==> config.mk <==
export PLATFORM = sky130hd
export DESIGN_NAME = btn_debounce
export DESIGN_NICKNAME = d
export VERILOG_FILES = /design/src/rtl/btn_pkg.sv /design/src/rtl/debounce_channel.sv /design/src/rtl/btn_debounce.sv
export SDC_FILE = /design/constraint.sdc
export NUM_CORES = 1
export LEC_CHECK = 0
export CAP_MARGIN = 10
export CORE_UTILIZATION = 50
export CTS_CLUSTER_DIAMETER = 120
export DETAILED_ROUTE_END_ITERATION = 10
export PLACE_DENSITY = 0.66
export SLEW_MARGIN = 30
export SYNTH_ARGS = -nofsm -noshare
export SYNTH_HDL_FRONTEND = slang
export SYNTH_SLANG_ARGS = --single-unit
==> constraint.sdc <==
create_clock -name clk -period 3.2 [get_ports clk]
set_input_delay 0.64 -clock clk [delete_from_list [all_inputs] [get_ports clk]]
set_output_delay 0.64 -clock clk [all_outputs]
set_load 0.005 [all_outputs]
==> src/rtl/btn_pkg.sv <==
// Shared types and defaults for the pushbutton debouncer.
// Optional feature macro: BTN_DEBOUNCE_HOLD_REPEAT_EN (hold-to-repeat press pulses).
package btn_pkg;

    typedef enum logic [1:0] {
        IDLE,
        PRESS_WAIT,
        PRESSED,
        RELEASE_WAIT
    } db_state_t;

    localparam int unsigned DEBOUNCE_CYCLES_DEF = 10000;
    localparam int unsigned REPEAT_DELAY_DEF    = 5000000;
    localparam int unsigned REPEAT_PERIOD_DEF   = 1000000;

    // Counter width able to hold 0..n-1, never narrower than one bit.
    function automatic int unsigned cnt_width(input int unsigned n);
        return (n > 2) ? $clog2(n) : 1;
    endfunction

endpackage

==> src/rtl/debounce_channel.sv <==
// One pushbutton channel: 2-flop synchroniser, debounce FSM, saturating
// stability counter and registered level/press/release outputs.
// Optional feature macro: BTN_DEBOUNCE_HOLD_REPEAT_EN adds auto-repeat
// press pulses while the button stays accepted as pressed.
module debounce_channel
    import btn_pkg::*;
#(
    parameter int unsigned DEBOUNCE_CYCLES = DEBOUNCE_CYCLES_DEF,
    parameter int unsigned REPEAT_DELAY    = REPEAT_DELAY_DEF,
    parameter int unsigned REPEAT_PERIOD   = REPEAT_PERIOD_DEF
) (
    input  logic i_clk,
    input  logic i_rst,
    input  logic i_raw,
    output logic o_level,
    output logic o_press,
    output logic o_release
);

    localparam int unsigned CNT_W = cnt_width(DEBOUNCE_CYCLES);
    localparam logic [CNT_W-1:0] CNT_LAST = CNT_W'(DEBOUNCE_CYCLES - 1);

    logic             r_sync1;
    logic             r_sync2;
    db_state_t        r_state;
    db_state_t        w_state_nxt;
    logic [CNT_W-1:0] r_cnt;
    logic [CNT_W-1:0] w_cnt_nxt;
    logic             r_level;
    logic             r_press;
    logic             r_release;
    logic             w_level_nxt;
    logic             w_accept_press;
    logic             w_release_nxt;
    logic             w_press_nxt;

    // Two-flop synchroniser; the FSM only ever looks at r_sync2.
    always_ff @(posedge i_clk or posedge i_rst) begin
        if (i_rst) begin
            r_sync1 <= 1'b0;
            r_sync2 <= 1'b0;
        end else begin
            r_sync1 <= i_raw;
            r_sync2 <= r_sync1;
        end
    end

    // State, counter and registered outputs.
    always_ff @(posedge i_clk or posedge i_rst) begin
        if (i_rst) begin
            r_state   <= IDLE;
            r_cnt     <= '0;
            r_level   <= 1'b0;
            r_press   <= 1'b0;
            r_release <= 1'b0;
        end else begin
            r_state   <= w_state_nxt;
            r_cnt     <= w_cnt_nxt;
            r_level   <= w_level_nxt;
            r_press   <= w_press_nxt;
            r_release <= w_release_nxt;
        end
    end

    // Next-state logic: a change is accepted only after the synchronised
    // input has held its new value for DEBOUNCE_CYCLES consecutive samples.
    always_comb begin
        w_state_nxt    = r_state;
        w_cnt_nxt      = r_cnt;
        w_accept_press = 1'b0;
        w_release_nxt  = 1'b0;
        case (r_state)
            IDLE: begin
                if (r_sync2) begin
                    w_state_nxt = PRESS_WAIT;
                    w_cnt_nxt   = '0;
                end
            end
            PRESS_WAIT: begin
                if (!r_sync2) begin
                    w_state_nxt = IDLE;
                end else if (r_cnt == CNT_LAST) begin
                    w_state_nxt    = PRESSED;
                    w_accept_press = 1'b1;
                end else begin
                    w_cnt_nxt = r_cnt + CNT_W'(1);
                end
            end
            PRESSED: begin
                if (!r_sync2) begin
                    w_state_nxt = RELEASE_WAIT;
                    w_cnt_nxt   = '0;
                end
            end
            RELEASE_WAIT: begin
                if (r_sync2) begin
                    w_state_nxt = PRESSED;
                end else if (r_cnt == CNT_LAST) begin
                    w_state_nxt   = IDLE;
                    w_release_nxt = 1'b1;
                end else begin
                    w_cnt_nxt = r_cnt + CNT_W'(1);
                end
            end
            default: begin
                w_state_nxt = IDLE;
                w_cnt_nxt   = '0;
            end
        endcase
        w_level_nxt = (w_state_nxt == PRESSED) || (w_state_nxt == RELEASE_WAIT);
    end

`ifdef BTN_DEBOUNCE_HOLD_REPEAT_EN
    localparam int unsigned RPT_MAX = (REPEAT_DELAY > REPEAT_PERIOD) ? REPEAT_DELAY : REPEAT_PERIOD;
    localparam int unsigned RPT_W   = cnt_width(RPT_MAX);

    logic [RPT_W-1:0] r_rpt;
    logic [RPT_W-1:0] w_rpt_nxt;
    logic [RPT_W-1:0] w_rpt_limit;
    logic             r_rpt_first;
    logic             w_rpt_first_nxt;
    logic             w_rpt_hit;

    // Repeat counter: restarts only on a fresh acceptance, freezes outside
    // PRESSED, so a release bounce back into PRESSED keeps the cadence.
    always_comb begin
        w_rpt_nxt       = r_rpt;
        w_rpt_first_nxt = r_rpt_first;
        w_rpt_hit       = 1'b0;
        w_rpt_limit     = r_rpt_first ? RPT_W'(REPEAT_PERIOD - 1) : RPT_W'(REPEAT_DELAY - 1);
        if ((r_state == PRESS_WAIT) && (w_state_nxt == PRESSED)) begin
            w_rpt_nxt       = '0;
            w_rpt_first_nxt = 1'b0;
        end else if ((r_state == PRESSED) && r_sync2) begin
            if (r_rpt == w_rpt_limit) begin
                w_rpt_hit       = 1'b1;
                w_rpt_nxt       = '0;
                w_rpt_first_nxt = 1'b1;
            end else begin
                w_rpt_nxt = r_rpt + RPT_W'(1);
            end
        end
    end

    // Repeat counter registers.
    always_ff @(posedge i_clk or posedge i_rst) begin
        if (i_rst) begin
            r_rpt       <= '0;
            r_rpt_first <= 1'b0;
        end else begin
            r_rpt       <= w_rpt_nxt;
            r_rpt_first <= w_rpt_first_nxt;
        end
    end

    assign w_press_nxt = w_accept_press | w_rpt_hit;
`else
    logic w_unused_rpt;
    assign w_unused_rpt = ^{REPEAT_DELAY, REPEAT_PERIOD};
    assign w_press_nxt  = w_accept_press;
`endif

    assign o_level   = r_level;
    assign o_press   = r_press;
    assign o_release = r_release;

endmodule

==> src/rtl/btn_debounce.sv <==
// Debouncer for NUM_BTN raw pushbuttons: one independent channel per bit,
// producing a clean level plus one-cycle press and release pulses.
// Optional feature macro: BTN_DEBOUNCE_HOLD_REPEAT_EN (auto-repeat on hold).
module btn_debounce
    import btn_pkg::*;
#(
    parameter int unsigned NUM_BTN         = 4,
    parameter int unsigned DEBOUNCE_CYCLES = DEBOUNCE_CYCLES_DEF,
    parameter int unsigned REPEAT_DELAY    = REPEAT_DELAY_DEF,
    parameter int unsigned REPEAT_PERIOD   = REPEAT_PERIOD_DEF
) (
    input  logic               clk,
    input  logic               rst,
    input  logic [NUM_BTN-1:0] btn_raw,
    output logic [NUM_BTN-1:0] btn_level,
    output logic [NUM_BTN-1:0] btn_press,
    output logic [NUM_BTN-1:0] btn_release
);

    for (genvar g = 0; g < NUM_BTN; g++) begin : g_ch
        debounce_channel #(
            .DEBOUNCE_CYCLES (DEBOUNCE_CYCLES),
            .REPEAT_DELAY    (REPEAT_DELAY),
            .REPEAT_PERIOD   (REPEAT_PERIOD)
        ) u_ch (
            .i_clk     (clk),
            .i_rst     (rst),
            .i_raw     (btn_raw[g]),
            .o_level   (btn_level[g]),
            .o_press   (btn_press[g]),
            .o_release (btn_release[g])
        );
    end

endmodule

---- Yosys cells after proc, flatten, opt, wreduce, memory -nomap -nowiden ----
Index checks and enable logic that the tools add are counted.
word-level totals
  bits in registers ....................... 84
  bits in latches ......................... 0
  bits in writable memories ............... 0
  bits in read-only memories .............. 0
  input bits .............................. 6
  output and inout port bits .............. 12
  memories kept ........................... 0
cells by class
  $add $sub $neg .......................... 4
  multipliers ............................. 0
  div/mod/pow operators ................... 0
  magnitude comparators ................... 0
  eq/ne operators ......................... 40
  shift-type cells ........................ 0
  mux-type cells .......................... 72
  bitwise operators ....................... 0
  reductions and logical operators ........ 12
operator list
  operator                 count
  $mux W14                 20
  $pmux W14 S4             4
  $add A14 B1 Y14 const B  4
  $eq A14 B14 Y1 const B   4
  $mux W2                  24
  $eq A2 B2 Y1 const B     16
  $pmux W2 S4              4
  $mux W1                  20
  $ne A2 B1 Y1 const B     8
  $ne A2 B2 Y1 const B     8
  $reduce_and A4 Y1        4
  $eq A2 B1 Y1 const B     4
  $logic_not A2 Y1         4
  $logic_or A1 B1 Y1       4

---- Logic depth before layout (Yosys ltp) ----
Gate-level depths: netlist (run 1).
  word-level depth ........................ 6
  gate-level depth with buffers ........... 7

---- Hierarchy ----
From an unflattened synthesis (run 1), not the netlist that was laid out.
second synthesis, totals
  cell total of the unflattened synthesis .. 402
  area total of the unflattened synthesis .. 3988.8 µm²
by module, submodules not included
  module                               times used  cells an instance  area an instance (µm²)  sequential area each (µm²)
  debounce_channel (g_ch[0].u_ch ...)  3           102                1003.5                  500.5
  debounce_channel (g_ch[3].u_ch)      1           96                 978.4                   525.5

---- Least setup slack after synthesis (run 1) ----
OpenSTA, ideal clock, no wires.
  kind .................................... register to register
  start ................................... register g_ch[1].u_ch.r_cnt[0]
  end ..................................... register g_ch[1].u_ch.r_cnt[12]
  arrival time ............................ 1.863 ns
  path slack .............................. 1.212 ns
  cell stages (with the launch flop) ...... 8
  buffers on the path ..................... 2
  clock period less this slack ............ 1.988 ns
  cells stage by stage .................... dfrtp_1 > ha_1 > and4_1 > and4_1 > clkbuf_1 > buf_2 > nor4_1 > mux2_2
on the way
  word-level cells in the longest chain between the ends .. 4
RTL lines
  what                                                      RTL line                                        source
  start: declaration                                        debounce_channel.sv:27                          logic [CNT_W-1:0] r_cnt;
  start signal: assignment                                  debounce_channel.sv:58                          r_cnt <= w_cnt_nxt;
  $add A14 B1 Y14 / $eq A14 B14 Y1 (equally long branches)  --
  $mux W14 (*)                                              debounce_channel.sv:82, debounce_channel.sv:98
  $mux W14, on equally long branches                        debounce_channel.sv:96, debounce_channel.sv:80
  $pmux W14 S4 (*)                                          debounce_channel.sv:72                          case (r_state)
Every way passes the cells marked *; elsewhere a longest branch is shown, timed or not. The select of a mux whose other input is x is not followed.
A chain may end at the register's enable or synchronous reset.

---- Worst setup path in the final report (run 1) ----
Same ends and word-level chain as after synthesis.

==> impl_metrics.py, run 1 <==
metrics = {
    "clocking": {
        "tritoncts.num_buffers": 9,
        "cts.sinks": 84,
        "cts_tree": "yes",
        "cts_buffer_depth": 2,
        "cts_setup_buffers": 0,
        "htreeDepth": 3,
        "clock-root-buffer": "clkbuf_8",
        "cts_resized": 0,
        "clkTransAtPathRegs_ns": 0.09,
        "clk_latency_ns": 0.36,
        "postCtsHoldBufs": 0,
    },
    "grt": {
        "grt_overflow": 0,
        "grt_antenna_before_repair": 0,
        "grt_first_pass_wirelength_um": 14100,
        "grt_pass1_vias": 3032,
        "grt_usage_pct": 20.1,
        "grt_max_degree": 51,
    },
    "synthesis": {
        "synth-edff-count": 0,
        "syn_inst": 437,
        "netlist.area_leader.share_pct": 48.9,
        "synth.area.top_cells": "dfrtp_1 (49%), o21ai_0 (4.9%), nand2_1 (3.8%)",
        "synth.most_common_cell": "dfrtp_1",
        "ys_warn_count": 0,
        "syn_nets": 447,
        "seq_area_frac_synth_pct": 48.9,
        "ys.flop_type": "dfrtp_1",
        "synth.avg_cell_area_um2": 9.83,
        "ys_async_sr_fraction_pct": 100,
        "yosys_register_bits": 84,
        "ys_types": 52,
        "synth_area_um2": 4300,
        "synth_area_leader_cell": "dfrtp_1",
        "synthTopCellsByCount": "dfrtp_1 (84), nand2_1 (44), o21ai_0 (42)",
    },
    "detailed_routing": {
        "wire_per_inst_um": 14.9,
        "detail-route-antenna-nets": 0,
        "dr.pass1.iters": 6,
        "vias_per_cell": 5.99,
        "drt_iter0_drc": 109,
        "drc": 0,
        "drt-total-wl_um": 8100,
        "routed-via-count": 3259,
    },
    "critical_path": {
        "worstPathArrival_ns": 2.38,
        "critical_path_required_ns": 3.45,
        "critPathMaxStageDelay_ns": 0.42,
        "crit_fanout": 24,
        "endpoint_kind": "flip-flop",
        "startpoint_type": "flip-flop",
        "rr_startpoint": "g_ch[1].u_ch.r_cnt[0]",
        "cpMostUsedCell": "and4_1",
        "worstPathCellList": "ha_1, and4_1, and4_1, nor4_1, mux2_2",
        "crit_type": "flip-flop to flip-flop",
        "cp-startpoint": "g_ch[1].u_ch.r_cnt[0]",
        "critPathSlowestCell": "and4_1",
    },
    "layout": {
        "final_layout_size_suffix_gt1_share_pct": 9.11,
        "final_cells": 544,
        "final_core_util_pct": 56.3,
        "diodes": 0,
        "final_nets": 444,
        "n_fill_cell": 749,
        "syn_to_final_growth_pct": 8.27,
    },
    "die": {
        "die_w_um": 94.7,
        "core_um2": 8260,
        "fp.dieArea_um2": 8970,
        "floorplan.die.height_um": 94.7,
        "initial_core_util_pct": 52.0,
        "rows": 33,
        "io_pins": 18,
    },
    "power": {
        "powerDensity_nw_per_um2": 435,
        "power_mw": 2.02,
        "max-vdd-ir-drop_v": 0.000207,
        "leakagePower_nw": 1.95,
    },
    "sta": {
        "tns_ns": 0,
        "drv_slew": 0,
        "grt_setup_unrepaired": "false",
        "fmax_ghz": 0.470,
        "worstMarginPinSlew_ns": 0.831,
        "hold_viol_final": 0,
        "fin_crit_sh_pct": 66.6,
        "max_slew_margin_pct": 44.4,
        "hold_slack_ns": 0.362,
        "period_minus_slack_ns": 2.13,
        "fin_skew_ns": 0.0120,
        "setup_viol": 0,
    },
    "placed_design": {
        "dpl.cell_count": 528,
        "place_congestion": 0.860,
        "dp_hpwl_um": 5340,
        "numPortBuffers": 17,
    },
    "flow_run": {
        "max_cap_violations": 0,
    },
    "worst_hold_path": {
        "hp-class": "flip-flop to flip-flop",
        "hp-start": "g_ch[0].u_ch.r_sync1",
    },
    "status": {
        "status": "completed",
    },
}
cell type report:
type / instances / area [um2] / share of cell area (%)
tap: 105 / 131 / 2.82
inverter: 14 / 53.8 / 1.16
timing repair buffer: 21 / 200 / 4.30
clock inverter: 4 / 32.5 / 0.699
clock buffer: 12 / 165 / 3.55
sequential: 84 / 2100 / 45.2
multi-input combinational: 304 / 1970 / 42.3
registers in the layout, indices dropped and copies added, names as in the netlist:
signal	cells
g_ch.u_ch.r_state	8
g_ch.u_ch.r_sync1	4
g_ch.u_ch.o_level	4
g_ch.u_ch.r_cnt	56
g_ch.u_ch.o_press	4
g_ch.u_ch.r_sync2	4
g_ch.u_ch.o_release	4
final timing paths:
path / end / slack [ns] / depth (start not counted)
hold reg to reg: g_ch[0].u_ch.r_sync2 / 0.36 / 0
setup reg to reg: g_ch[1].u_ch.r_cnt[12] / 1.07 / 5
min in group asynchronous: g_ch[1].u_ch.r_sync1 / 0.70 / 3
setup / recovery: g_ch[1].u_ch.r_cnt[12] / 1.07 / 5
hold / removal: g_ch[0].u_ch.r_sync2 / 0.36 / 0
max in group asynchronous: g_ch[3].u_ch.r_cnt[13] / 2.01 / 3
through the flow:
step,cell area [um2],setup WS (ns)
after global placement,4450,1.12
after detailed placement,4450,1.09
after global routing,4650,0.819
after CTS,4640,1.08
final,4650,1.07
after floorplan,4300,0.395
critical path, delay by kind of cell (launching register included):
kind          cells  cell delay, ns
fa+ha+maj         1            0.28
flops             1            0.41
mux               1            0.37
simple gates      3            0.97
per-layer routing:
| metal | track usage, % | share of wire [%] |
|---|---|---|
| met5 | 0 | 0 |
| met4 | 4.17 | 0.74 |
| met3 | 5.64 | 3.5 |
| met2 | 32.3 | 46 |
| met1 | 27.0 | 50 |
power by group:
part / total [mW] / switching [mW] / internal (mW)
clock network: 0.745 / 0.397 / 0.349
registers: 1.15 / 0.0554 / 1.10
logic: 0.124 / 0.0758 / 0.0478
cells in the final DEF, fill, tap and decap left out, drive strengths merged, types with 6 or more instances in the layout:
| cell | n |
|---|---|
| nand2 | 44 |
| nand3 | 22 |
| mux2 | 9 |
| a21oi | 14 |
| inv | 11 |
| or4 | 15 |
| a31oi | 7 |
| and4 | 9 |
| dfrtp | 84 |
| and3 | 7 |
| nor2 | 13 |
| nor4 | 6 |
| clkdlybuf4s50 | 17 |
| and2 | 7 |
| o31ai | 15 |
| nand4 | 14 |
| nand2b | 7 |
| o21ai | 42 |
| clkbuf | 12 |
cells by family after synthesis:
| kind of cell | share of synthesized area (%) |
|---|---|
| adder cells (fa/ha/maj) | 1.17 |
| flip-flops | 48.9 |
| AO/OA/AOI/OAI | 15.3 |
| multiplexers | 3.52 |
| XOR/XNOR | 1.43 |
| AND/OR/NAND/NOR | 24.1 |
| buffers and inverters | 5.48 |
(Power assumes the default switching activity.)
==> run 2: changes to the inputs <==
- clock period: 3.2 -> 2.1 ns (I/O delays scaled with it)
==> impl_metrics.py, run 2 (synthesized netlist as in run 1, its figures left out) <==
metrics = {
    "status": {
        "status": "completed",
    },
    "power": {
        "p_comb_share_pct": 7.6,
        "p_clk_share_pct": 39.4,
        "intPower_mw": 2.50,
        "leakagePower_nw": 2.08,
        "max-vdd-ir-drop_v": 0.000358,
        "p_seq_share_pct": 53.1,
        "p_sw_share_pct": 23.8,
        "switching_power_uw": 781,
        "powerDensity_nw_per_um2": 673,
    },
    "worst_hold_path": {
        "hp-class": "flip-flop to flip-flop",
        "holdPathStages": 0,
    },
    "sta": {
        "setup_viol": 0,
        "hold_viol_final": 0,
        "fin_crit_sh_pct": 93.4,
        "max_slew_margin_pct": 62.8,
        "hold_slack_ns": 0.352,
        "drv_slew": 0,
        "period_minus_slack_ns": 1.96,
        "fin_skew_ns": 0.0119,
        "fmax_ghz": 0.510,
        "grt_setup_unrepaired": "false",
        "tns_ns": 0,
        "worstMarginPinSlew_ns": 0.554,
    },
    "critical_path": {
        "worstPathArrival_ns": 2.16,
        "crit_fanout": 10,
        "startpoint_type": "flip-flop",
        "crit_type": "flip-flop to flip-flop",
        "crit_buf_inv": 1,
        "endpoint_kind": "flip-flop",
        "worstPathCellList": "or4b_1, nor4_2, buf_4, or2_2, o311ai_0",
        "critical_path_required_ns": 2.30,
        "path_delay_family": "simple AND/OR/NAND/NOR gates",
        "crit_cells": 5,
        "reg2regPathDepth": 5,
        "critPathMaxStageDelay_ns": 0.56,
        "critPathSlowestCell": "or4b_1",
    },
    "detailed_routing": {
        "detail-route-antenna-nets": 0,
        "vias_per_cell": 6.13,
        "drt_iter0_drc": 128,
        "wire_per_inst_um": 15.4,
        "dr.pass1.iters": 5,
        "drc": 0,
        "drt-total-wl_um": 8690,
        "routed-via-count": 3463,
    },
    "clocking": {
        "tritoncts.num_buffers": 9,
        "cts_tree": "yes",
        "cts_buffer_depth": 2,
        "clkTransAtPathRegs_ns": 0.07,
        "clk_latency_ns": 0.35,
        "postCtsHoldBufs": 0,
        "cts.sinks": 84,
        "htreeDepth": 3,
        "clock-root-buffer": "clkbuf_8",
    },
    "placed_design": {
        "dpl.cell_count": 548,
        "numPortBuffers": 17,
        "place_congestion": 0.836,
        "dp_hpwl_um": 5940,
    },
    "layout": {
        "diodes": 0,
        "n_fill_cell": 695,
        "final_nets": 466,
        "largestRegisters": "g_ch.u_ch.r_cnt (56), g_ch.u_ch.r_state (8)",
        "final_cells": 565,
        "syn_to_final_growth_pct": 13.6,
        "largest_reg_flops": 56,
        "final_common_cell": "dfrtp_1",
        "final_layout_size_suffix_gt1_share_pct": 13.7,
        "final_cell_mix": "dfrtp_1 (84), nand2_1 (44), o21ai_0 (42)",
        "largest-register": "g_ch.u_ch.r_cnt",
    },
    "die": {
        "rows": 33,
        "fp.dieArea_um2": 8970,
        "floorplan.die.height_um": 94.7,
        "core_um2": 8260,
        "initial_core_util_pct": 52.0,
        "die_w_um": 94.7,
        "io_pins": 18,
    },
    "grt": {
        "grt_overflow": 0,
        "grt_usage_pct": 21.4,
        "grt_pass1_vias": 3220,
        "grt_max_degree": 46,
        "grt_first_pass_wirelength_um": 15000,
        "grt_antenna_before_repair": 0,
    },
    "flow_run": {
        "max_cap_violations": 0,
    },
}
==> run 2: metal layers <==
layer  track usage [%]  share of wire [%]
met1              30.0                 48
met2              32.4                 46
met3              4.19                4.2
met4              9.09                1.9
met5                 0                  0
==> run 2: power groups by stage <==
stage	logic (mW)	clock network [mW]	registers, mW
finish	0.248	1.29	1.74
global route	0.284	1.40	1.75
CTS	0.250	1.33	1.74
detailed placement	0.248	0	1.77
global placement	0.243	0	1.77
floorplan	0.166	0	1.75
==> run 2: through the flow <==
step	setup slack (ns)	power [mW]	instance area, um2	utilization, %
floorplan	0.112	1.92	4300	-
global placement	0.159	2.01	4620	56.0
detailed placement	0.0792	2.02	4620	56.0
CTS	0.0666	3.32	4850	58.7
global route	0.0251	3.44	4880	59.1
finish	0.139	3.28	4880	59.1
==> run 2: cell type report <==
class / instances / area [um2] / share of cell area [%]
clock buffer: 11 / 151 / 3.10
clock inverter: 4 / 72.6 / 1.49
inverter: 14 / 56.3 / 1.15
multi-input combinational: 304 / 1980 / 40.5
sequential: 84 / 2100 / 43.1
tap: 105 / 131 / 2.69
timing repair buffer: 43 / 390 / 8.00
==> run 2: path summary, 6_finish.rpt <==
check                                       from  slack, ns                    end
hold reg to reg             g_ch[0].u_ch.r_sync1       0.35   g_ch[0].u_ch.r_sync2
max in group asynchronous                    rst       1.20  g_ch[0].u_ch.r_cnt[0]
hold / removal              g_ch[0].u_ch.r_sync1       0.35   g_ch[0].u_ch.r_sync2
min in group asynchronous                    rst       0.39  g_ch[2].u_ch.r_cnt[9]
setup / recovery           g_ch[3].u_ch.r_cnt[5]       0.14  g_ch[3].u_ch.r_cnt[3]
setup reg to reg           g_ch[3].u_ch.r_cnt[5]       0.14  g_ch[3].u_ch.r_cnt[3]
==> run 2: repair_timing <==
item	4_1_cts	5_1_grt
endpoints found under the setup margin	0	13
buffers inserted	0	2
resized for setup	0	4
==> run 2: worst reg2reg max path: cells and delay by family (launching register included) <==
kind	cells	cell delay (ns)
simple gates	3	1.02
compound gates	1	0.17
buf+inv	1	0.20
flops	1	0.42
